$ cat src/rtl/ret_stack.sv
// ret_stack: hardware return-address stack for the call/return path.
// A call pushes the return address, and a return pops it. The top of stack
// drives the PC-source mux combinationally from registered state only. The
// block also reports the depth and two sticky error flags (overflow and
// underflow) to the control unit.
module ret_stack #(
  parameter int WIDTH = 10,
  parameter int DEPTH = 16
) (
  input  logic                       clk,
  input  logic                       reset,
  input  logic                       push,
  input  logic                       pop,
  input  logic                       clr_err,
  input  logic [WIDTH-1:0]           D,
  output logic [WIDTH-1:0]           Q,
  output logic [$clog2(DEPTH):0]     count,
  output logic                       empty,
  output logic                       full,
  output logic                       overflow,
  output logic                       underflow
);

  localparam int AW = $clog2(DEPTH);

  localparam logic [AW:0]   CNT_ONE   = (AW+1)'(1);
  localparam logic [AW:0]   CNT_DEPTH = (AW+1)'(DEPTH);
  localparam logic [AW-1:0] IDX_ONE   = AW'(1);

  // Storage and state registers.
  logic [WIDTH-1:0] r_mem [DEPTH];
  logic [AW:0]      r_count;
  logic             r_overflow;
  logic             r_underflow;

  // Decoded next-state controls.
  logic             w_empty;
  logic             w_full;
  logic [AW-1:0]    w_top_idx;
  logic             w_wr_en;
  logic [AW-1:0]    w_wr_idx;
  logic [AW:0]      w_count_nxt;
  logic             w_set_ovf;
  logic             w_set_unf;

  assign w_empty = (r_count == '0);
  assign w_full  = (r_count == CNT_DEPTH);

  // The low AW bits of the count wrap to zero when the stack is full.
  // Subtracting one from them therefore still lands on DEPTH-1, which is
  // the correct top entry.
  assign w_top_idx = r_count[AW-1:0] - IDX_ONE;

  // Work out this edge's write, count update and error raises from push and pop.
  always_comb begin
    // NOTE: every signal assigned here gets a default first, so no path leaves it unassigned and no latch is inferred.
    w_wr_en     = 1'b0;
    w_wr_idx    = r_count[AW-1:0];
    w_count_nxt = r_count;
    w_set_ovf   = 1'b0;
    w_set_unf   = 1'b0;
    unique case ({push, pop})
      2'b10: begin
        if (w_full) begin
          w_set_ovf = 1'b1;
        end else begin
          w_wr_en     = 1'b1;
          w_wr_idx    = r_count[AW-1:0];
          w_count_nxt = r_count + CNT_ONE;
        end
      end
      2'b01: begin
        if (w_empty) begin
          w_set_unf = 1'b1;
        end else begin
          w_count_nxt = r_count - CNT_ONE;
        end
      end
      2'b11: begin
        if (w_empty) begin
          // Pop on an empty stack is rejected; the push half still lands.
          w_wr_en     = 1'b1;
          w_wr_idx    = '0;
          w_count_nxt = CNT_ONE;
          w_set_unf   = 1'b1;
        end else begin
          // Return-then-call collapses to replacing the top entry.
          w_wr_en  = 1'b1;
          w_wr_idx = w_top_idx;
        end
      end
      default: ;
    endcase
  end

  // Write the array. It has no reset because the count alone decides which entries are visible.
  always_ff @(posedge clk) begin
    // NOTE: the array is deliberately not reset; Q is forced to 0 while empty, so stale contents never leak out.
    if (!reset && w_wr_en) begin
      r_mem[w_wr_idx] <= D;
    end
  end

  // Count and sticky error flags; reset has priority, and a raise beats clr_err.
  always_ff @(posedge clk) begin
    // NOTE: sequential state uses non-blocking assignments so every register samples pre-edge values.
    if (reset) begin
      r_count     <= '0;
      r_overflow  <= 1'b0;
      r_underflow <= 1'b0;
    end else begin
      r_count     <= w_count_nxt;
      r_overflow  <= (r_overflow  & ~clr_err) | w_set_ovf;
      r_underflow <= (r_underflow & ~clr_err) | w_set_unf;
    end
  end

  assign Q         = w_empty ? '0 : r_mem[w_top_idx];
  assign count     = r_count;
  assign empty     = w_empty;
  assign full      = w_full;
  assign overflow  = r_overflow;
  assign underflow = r_underflow;

endmodule

$ cat config.mk
export PLATFORM = sky130hd
export DESIGN_NAME = ret_stack
export DESIGN_NICKNAME = d
export VERILOG_FILES = /design/src/rtl/ret_stack.sv
export SDC_FILE = /design/constraint.sdc
export NUM_CORES = 1
export LEC_CHECK = 0
export ABC_AREA = 1
export ABC_CLOCK_PERIOD_IN_PS = 2650
export BUFFER_PORTS_ARGS = -buffer_cell sky130_fd_sc_hd__buf_2
export CAP_MARGIN = 20
export CORE_MARGIN = 4
export CORE_UTILIZATION = 55
export DETAILED_ROUTE_END_ITERATION = 7
export HOLD_SLACK_MARGIN = 0.12
export PLACE_DENSITY = 0.75
export SYNTH_ARGS = -nofsm -noshare
export SYNTH_HDL_FRONTEND = slang
export SYNTH_SLANG_ARGS = --single-unit
$ cat constraint.sdc
create_clock -name clk -period 2.65 [get_ports clk]
set_clock_uncertainty 0.2 [all_clocks]
set_input_delay 0.265 -clock clk [delete_from_list [all_inputs] [get_ports clk]]
set_output_delay 0.265 -clock clk [all_outputs]
set_load 0.01 [all_outputs]
# Word-level counts from Yosys, hierarchy flattened
# Memory sizes are Yosys's and may differ from the RTL's.
# Cells that the tools add are included.
dict set report word_totals {
  regBits 7
  ramBits 160
  inputBits 15
  output_inout_bits 19
  elab_cells 40
  mem_count 1
}
dict set report classes {
  add_sub_neg 3
  n_eq_ne 7
  mux 15
  n_bitwise 5
  n_reduce_logical 6
}
# memory words word_bits rd rd_clocked_by_memory_dff write_ports line_no
set memory_table {}
lappend memory_table {r_mem 16 10 1 0 1 31} ;# logic [WIDTH-1:0] r_mem [DEPTH];
# cell count
set ops {}
lappend ops {{two-way mux 5 bit} 3}
lappend ops {{one-hot mux 5 bit (3 select lines)} 1}
lappend ops {{two-way mux 10 bit} 1}
lappend ops {{two-way mux 4 bit} 2}
lappend ops {{two-way mux 1 bit} 7}
lappend ops {{!= test 2 bit, second input constant} 3}
lappend ops {{adder 5 x 1 -> 5 bit, second input constant} 1}
lappend ops {{== test 5 bit, second input constant} 1}
lappend ops {{logical NOT 5 bit} 1}
lappend ops {{subtractor 5 x 1 -> 5 bit, second input constant} 1}
lappend ops {{== test 2 bit, second input constant} 2}
lappend ops {{AND reduction 4 bit} 1}
lappend ops {{subtractor 4 x 1 -> 4 bit, second input constant} 1}
lappend ops {{nonzero test 3 bit} 1}
lappend ops {{bitwise AND 1 bit} 2}
lappend ops {{== test 2 x 1 -> 1 bit, second input constant} 1}
lappend ops {{OR 1 bit} 2}
lappend ops {{one-hot mux 1 bit (2 select lines)} 1}
lappend ops {{OR reduction 2 bit} 1}
lappend ops {{logical AND 1 bit} 1}
lappend ops {{logical NOT 1 bit} 1}
lappend ops {{inverter 1 bit} 1}

# Depth between registers and ports, before layout
dict set report logic_depth {
  ltp_word 6
  depth_mapped 13
  depth_no_buf 12
}

# Worst setup path before layout
# No wires, ideal clock.
dict set report synth_path {
  kind {register to register}
  start {reg r_count[0], in the netlist count[0]}
  end {mem r_mem[2][0] (enable)}
  setup_ns 0.376
  arrival_ns 2.319
  required_time_ns 2.074
  setup_slack_ns -0.245
  path_stages_with_launch 11
  path_buffers 2
  period_less_slack_ns 2.895
  path_cell_list {dfxtp_1 inv_1 buf_2 buf_1 ha_1 nand3_2 nand2_2 nor2_1 nor3_1 nand2_1 nor2_1}
}
dict set report synth_via {
  elab_chain_len 6
  elab_cells_between_ends 10
  classes_between {add/sub: 1; eq/ne: 1; mux: 6; reduce/logical: 2}
}
# element line_no
set synth_rtl {}
lappend synth_rtl {{from (decl)} 32} ;# logic [AW:0] r_count;
lappend synth_rtl {{from (signal assigned)} 112} ;# r_count <= w_count_nxt;
lappend synth_rtl {{== test 5 bit} 47} ;# assign w_full = (r_count == CNT_DEPTH);
lappend synth_rtl {{two-way mux 1 bit} 64} ;# if (w_full) begin
lappend synth_rtl {{one-hot mux 1 bit (2 select lines)} 62} ;# unique case ({push, pop})
lappend synth_rtl {{logical AND 1 bit} 99} ;# if (!reset && w_wr_en) begin
lappend synth_rtl {{two-way mux 1 bit} 99}
lappend synth_rtl {{two-way mux 1 bit (implied by the code)} 100} ;# r_mem[w_wr_idx] <= D;
lappend synth_rtl {{to (decl)} 31}
# Parallel ways exist; a longest one is shown, timed or not.

# Worst setup path in the final report
dict set report layout_path {
  start {reg r_count[0], in the netlist count[0]}
  end {out Q[7]}
}
dict set report layout_via {
  elab_chain_len 3
  elab_cells_between_ends 4
  classes_between {add/sub: 1; mux: 1; reduce/logical: 1; memory: 1}
}
# element line_no
set layout_rtl {}
lappend layout_rtl {{subtractor 4 x 1 -> 4 bit} 52} ;# assign w_top_idx = r_count[AW-1:0] - IDX_ONE;
lappend layout_rtl {{memory (16 x 10 bit)} -}
lappend layout_rtl {{two-way mux 10 bit (*)} 118} ;# assign Q = w_empty ? '0 : r_mem[w_top_idx];
lappend layout_rtl {{to (decl)} 16} ;# output logic [WIDTH-1:0] Q,
# Every way passes the cells marked *; elsewhere a longest branch is shown, timed or not.

==> metrics.txt <==
# TYPE chip_impl_metric gauge
chip_impl_metric{name="synth_sequential_area_ratio",unit="%"} 69.6
chip_impl_metric{name="min_path_cells",unit=""} 6
chip_impl_metric{name="die_h",unit="um"} 122
chip_impl_metric{name="avgRoutedWirePerCell",unit="um"} 20.1
chip_impl_metric{name="ctsLongestPathBuffers",unit=""} 2
chip_impl_metric{name="switchingPower",unit="mW"} 2.62
chip_impl_metric{name="postLayoutCellArea",unit="sq um"} 8810
chip_impl_metric{name="largest_net_degree_at_the_start_of_global_routing",unit=""} 84
chip_impl_metric{name="num_antenna_cells",unit=""} 0
chip_impl_metric{name="ant_nets",unit=""} 0
chip_impl_metric{name="final.period_utilization",unit="%"} 99.0
chip_impl_metric{name="worstPathArrival",unit="ns"} 2.16
chip_impl_info{name="synthTopCellsByArea",value="sky130_fd_sc_hd__edfxtp_1, sky130_fd_sc_hd__nand2_1, sky130_fd_sc_hd__nand3_1"} 1
chip_impl_metric{name="drt-vias-per-instance",unit=""} 5.87
chip_impl_metric{name="p_int",unit="mW"} 5.11
chip_impl_metric{name="cts_sinks",unit=""} 167
chip_impl_metric{name="xor_xnor_fraction_of_synth_area",unit="%"} 0.599
chip_impl_metric{name="postSynthCellCount",unit=""} 647
chip_impl_metric{name="globalRoute.totalOverflow",unit=""} 0
chip_impl_metric{name="antenna_found_initial",unit=""} 0
chip_impl_info{name="critPathLaunchType",value="flop"} 1
chip_impl_metric{name="pwr-share-comb",unit="%"} 31.1
chip_impl_info{name="root_buffer",value="sky130_fd_sc_hd__clkbuf_16"} 1
chip_impl_metric{name="syn_nets",unit=""} 668
chip_impl_info{name="cp_slowest_cell",value="sky130_fd_sc_hd__dfxtp_4"} 1
chip_impl_info{name="cp_cell_sequence",value="inv_6 > ha_2 > xnor2_2 > buf_6 > clkbuf_16 > nand3_2 > nand3_2 > nand2_1 > nor2_1 > buf_2"} 1
chip_impl_metric{name="post-route-util",unit="%"} 69.8
chip_impl_metric{name="routed-via-count",unit=""} 5307
chip_impl_info{name="min_from",value="push"} 1
chip_impl_metric{name="worst-r2r-setup-slack",unit="ns"} 0.20
chip_impl_metric{name="design.die.area",unit="sq um"} 14800
chip_impl_info{name="main_combinational_cell_family_by_area_after_synthesis",value="simple AND/OR/NAND/NOR gates"} 1
chip_impl_metric{name="gp_routability_congestion",unit=""} 0.927
chip_impl_metric{name="total_leakage_power",unit="nW"} 3.36
chip_impl_metric{name="cellPowerDensity",unit="nW/um^2"} 877
chip_impl_metric{name="drt-pass1-iter-count",unit=""} 6
chip_impl_metric{name="pwr-share-seq",unit="%"} 38.9
chip_impl_info{name="worst_hold_path.endpoint",value="count[3]"} 1
chip_impl_info{name="worstSetupPathType",value="flop to output pin"} 1
chip_impl_metric{name="core_area",unit="sq um"} 12600
chip_impl_metric{name="ff_latch_count_synth",unit=""} 167
chip_impl_metric{name="swShare",unit="%"} 33.9
chip_impl_metric{name="floorplan.initialDensity",unit="%"} 56.3
chip_impl_metric{name="synth_simple_gate_area_share",unit="%"} 21.8
chip_impl_metric{name="post-dp-hpwl",unit="mm"} 10.9
chip_impl_metric{name="nNetsFinal",unit=""} 740
chip_impl_metric{name="yosys_warnings",unit=""} 0
chip_impl_metric{name="worst_path_largest_cell_delay",unit="ns"} 0.38
chip_impl_metric{name="die_x",unit="um"} 122
chip_impl_metric{name="first_global_vias",unit=""} 5009
chip_impl_metric{name="worstRegToRegCells",unit=""} 9
chip_impl_metric{name="filler_cell_count",unit=""} 900
chip_impl_metric{name="period_needed",unit="ns"} 2.62
chip_impl_metric{name="final_layout_size_suffix_gt1_share",unit="%"} 21.2
chip_impl_metric{name="timing.fmax",unit="GHz"} 0.381
chip_impl_info{name="critical-path-top-cell-by-count",value="sky130_fd_sc_hd__nand3_2"} 1
chip_impl_metric{name="htree_num_levels",unit=""} 4
chip_impl_metric{name="tightest_slew",unit="ns"} 0.445
chip_impl_metric{name="groute.usage.overall",unit="%"} 25.2
chip_impl_info{name="reg2reg_to",value="r_mem[2][9]"} 1
chip_impl_info{name="tritoncts",value="yes"} 1
chip_impl_metric{name="synth_fa_ha_area_share",unit="%"} 1.16
chip_impl_info{name="most-common-layout-cells",value="sky130_fd_sc_hd__nand2_1, sky130_fd_sc_hd__edfxtp_1, sky130_fd_sc_hd__nand3_1"} 1
chip_impl_metric{name="post-route-drc-count",unit=""} 0
chip_impl_metric{name="setup_violations",unit=""} 0
chip_impl_info{name="layout_commonest_cell",value="sky130_fd_sc_hd__nand2_1"} 1
chip_impl_metric{name="io_buffer_count",unit=""} 33
chip_impl_metric{name="row_count",unit=""} 41
chip_impl_metric{name="synth_area_per_cell",unit="sq um"} 11.0
chip_impl_metric{name="cp_max_fo",unit=""} 8
chip_impl_metric{name="power",unit="mW"} 7.73
chip_impl_metric{name="synth_compound_gate_area_share",unit="%"} 3.44
chip_impl_metric{name="dr.first_iter.drc_count",unit=""} 808
chip_impl_metric{name="clock_network_power_share",unit="%"} 30.0
chip_impl_metric{name="synth_mux_area_share",unit="%"} 0
chip_impl_metric{name="worst_setup_hold_path_clk_slew",unit="ns"} 0.07
chip_impl_info{name="synth.largest_area_cell",value="sky130_fd_sc_hd__edfxtp_1"} 1
chip_impl_metric{name="ys_types",unit=""} 26
chip_impl_metric{name="synth_area",unit="sq um"} 7100
chip_impl_metric{name="first_pass_grt_wire_length",unit="mm"} 27.4
chip_impl_info{name="holdCritPathClass",value="input port to flop"} 1
chip_impl_metric{name="finalMaxSlewViolations",unit=""} 0
chip_impl_metric{name="cap_viol_max_count",unit=""} 0
chip_impl_metric{name="dpl-instance-area",unit="sq um"} 7780
chip_impl_metric{name="flow.area_growth_from_synthesis",unit="%"} 24.1
chip_impl_metric{name="clk_latency",unit="ns"} 0.43
chip_impl_metric{name="wirelength",unit="mm"} 18.2
chip_impl_metric{name="number_of_hold_violations_in_the_final_report",unit=""} 0
chip_impl_metric{name="slew_headroom",unit="%"} 70.3
chip_impl_info{name="critical_path.reg2reg.startpoint",value="count[0]"} 1
chip_impl_info{name="worst_setup_path_end_kind",value="output pin"} 1
chip_impl_metric{name="timing.critical_path.required",unit="ns"} 2.18
chip_impl_metric{name="synthDominantCellAreaShare",unit="%"} 67.7
chip_impl_metric{name="floorplan.io_pins",unit=""} 34
chip_impl_metric{name="cts-buffers-inserted",unit=""} 17
chip_impl_metric{name="fin_setup_tns",unit="ns"} 0
chip_impl_info{name="status",value="complete, no violations"} 1
chip_impl_metric{name="peakVddDrop",unit="uV"} 588
chip_impl_metric{name="hold_slack",unit="ns"} 0.187
worst max path at each step:
stage	start	endpoint	depth (start not counted)
global route	count[3]	Q[8]	6
detailed placement	count[0]	r_mem[13][4]	9
floorplan	count[0]	r_mem[0][0]	10
CTS	count[0]	Q[9]	10
global placement	count[0]	r_mem[13][2]	9
finish	count[0]	Q[7]	10
cell usage after synthesis:
cell type / count
sky130_fd_sc_hd__a21oi_1: 37
sky130_fd_sc_hd__buf_1: 2
sky130_fd_sc_hd__buf_2: 18
sky130_fd_sc_hd__buf_6: 1
sky130_fd_sc_hd__clkbuf_1: 12
sky130_fd_sc_hd__dfxtp_1: 7
sky130_fd_sc_hd__edfxtp_1: 160
sky130_fd_sc_hd__fa_1: 1
sky130_fd_sc_hd__ha_1: 5
sky130_fd_sc_hd__inv_1: 21
sky130_fd_sc_hd__inv_2: 1
sky130_fd_sc_hd__nand2_1: 191
sky130_fd_sc_hd__nand2_2: 1
sky130_fd_sc_hd__nand3_1: 109
sky130_fd_sc_hd__nand3_2: 2
sky130_fd_sc_hd__nand3b_1: 1
sky130_fd_sc_hd__nand4_1: 3
sky130_fd_sc_hd__nor2_1: 57
sky130_fd_sc_hd__nor2_4: 1
sky130_fd_sc_hd__nor3_1: 2
sky130_fd_sc_hd__o211ai_1: 1
sky130_fd_sc_hd__o21ai_0: 9
sky130_fd_sc_hd__o22ai_1: 1
sky130_fd_sc_hd__xnor2_1: 1
sky130_fd_sc_hd__xor2_1: 2
sky130_fd_sc_hd__xor2_2: 1
flip-flops by register name, summed over array words and instances (netlist names):
name,count
r_mem,160
count,5
overflow,1
underflow,1
routing by layer:
layer  track usage [%]  vias to the layer above  routed length (um)
li1                  -                     2397                   -
met1              35.7                     2541                7050
met2              38.6                      317                8560
met3              5.11                       52                1950
met4              10.4                        0                 655
met5                 0                        -                   0
power by group through the flow:
stage | clock network (mW) | registers (mW) | logic [mW]
2_1_floorplan | 0 | 3.06 | 1.21
3_3_place_gp | 0 | 3.06 | 1.91
3_5_place_dp | 0 | 3.06 | 1.95
4_1_cts | 2.33 | 3.01 | 2.12
5_1_grt | 2.47 | 3.01 | 2.57
6_report | 2.32 | 3.01 | 2.40
worst max-delay path, delay by kind of cell, from the launching register on:
| family | cells | cell delay, ns |
|---|---|---|
| buffers and inverters | 4 | 0.59 |
| flip-flops | 1 | 0.38 |
| AND/OR/NAND/NOR | 4 | 0.38 |
| adder cells (fa/ha/maj) | 1 | 0.20 |
| XOR/XNOR | 1 | 0.16 |
cell families (layout without fill, tap and decap cells):
kind of cell    after synthesis  count (layout)
simple gates                367             367
buf+inv                      55             140
compound gates               48              48
fa+ha+maj                     6               6
flops                       167             167
xor+xnor                      4               4
timing repair:
item	in CTS	in global routing
endpoints found under the hold margin	167	0
hold buffers	14	0
gates resized for setup	21	28
setup buffers	1	1
setup endpoints to repair	10	10
pin swaps	5	10
cloned	2	3
cell type report:
cell class | count | area (sq um) | area share (%)
clock inverter | 15 | 135 | 1.53
clock buffer | 17 | 425 | 4.83
inverter | 22 | 95.1 | 1.08
tap | 172 | 215 | 2.44
timing repair buffer | 86 | 918 | 10.4
multi-input combinational | 425 | 2070 | 23.5
sequential | 167 | 4950 | 56.2
through the flow:
stage	setup slack [ns]	cells
floorplan	0.0560	647
global placement	0.136	851
detailed placement	0.187	851
CTS	-0.0125	900
global route	-0.0120	904
finish	0.0277	904
Power figures use the tool's default switching activity.
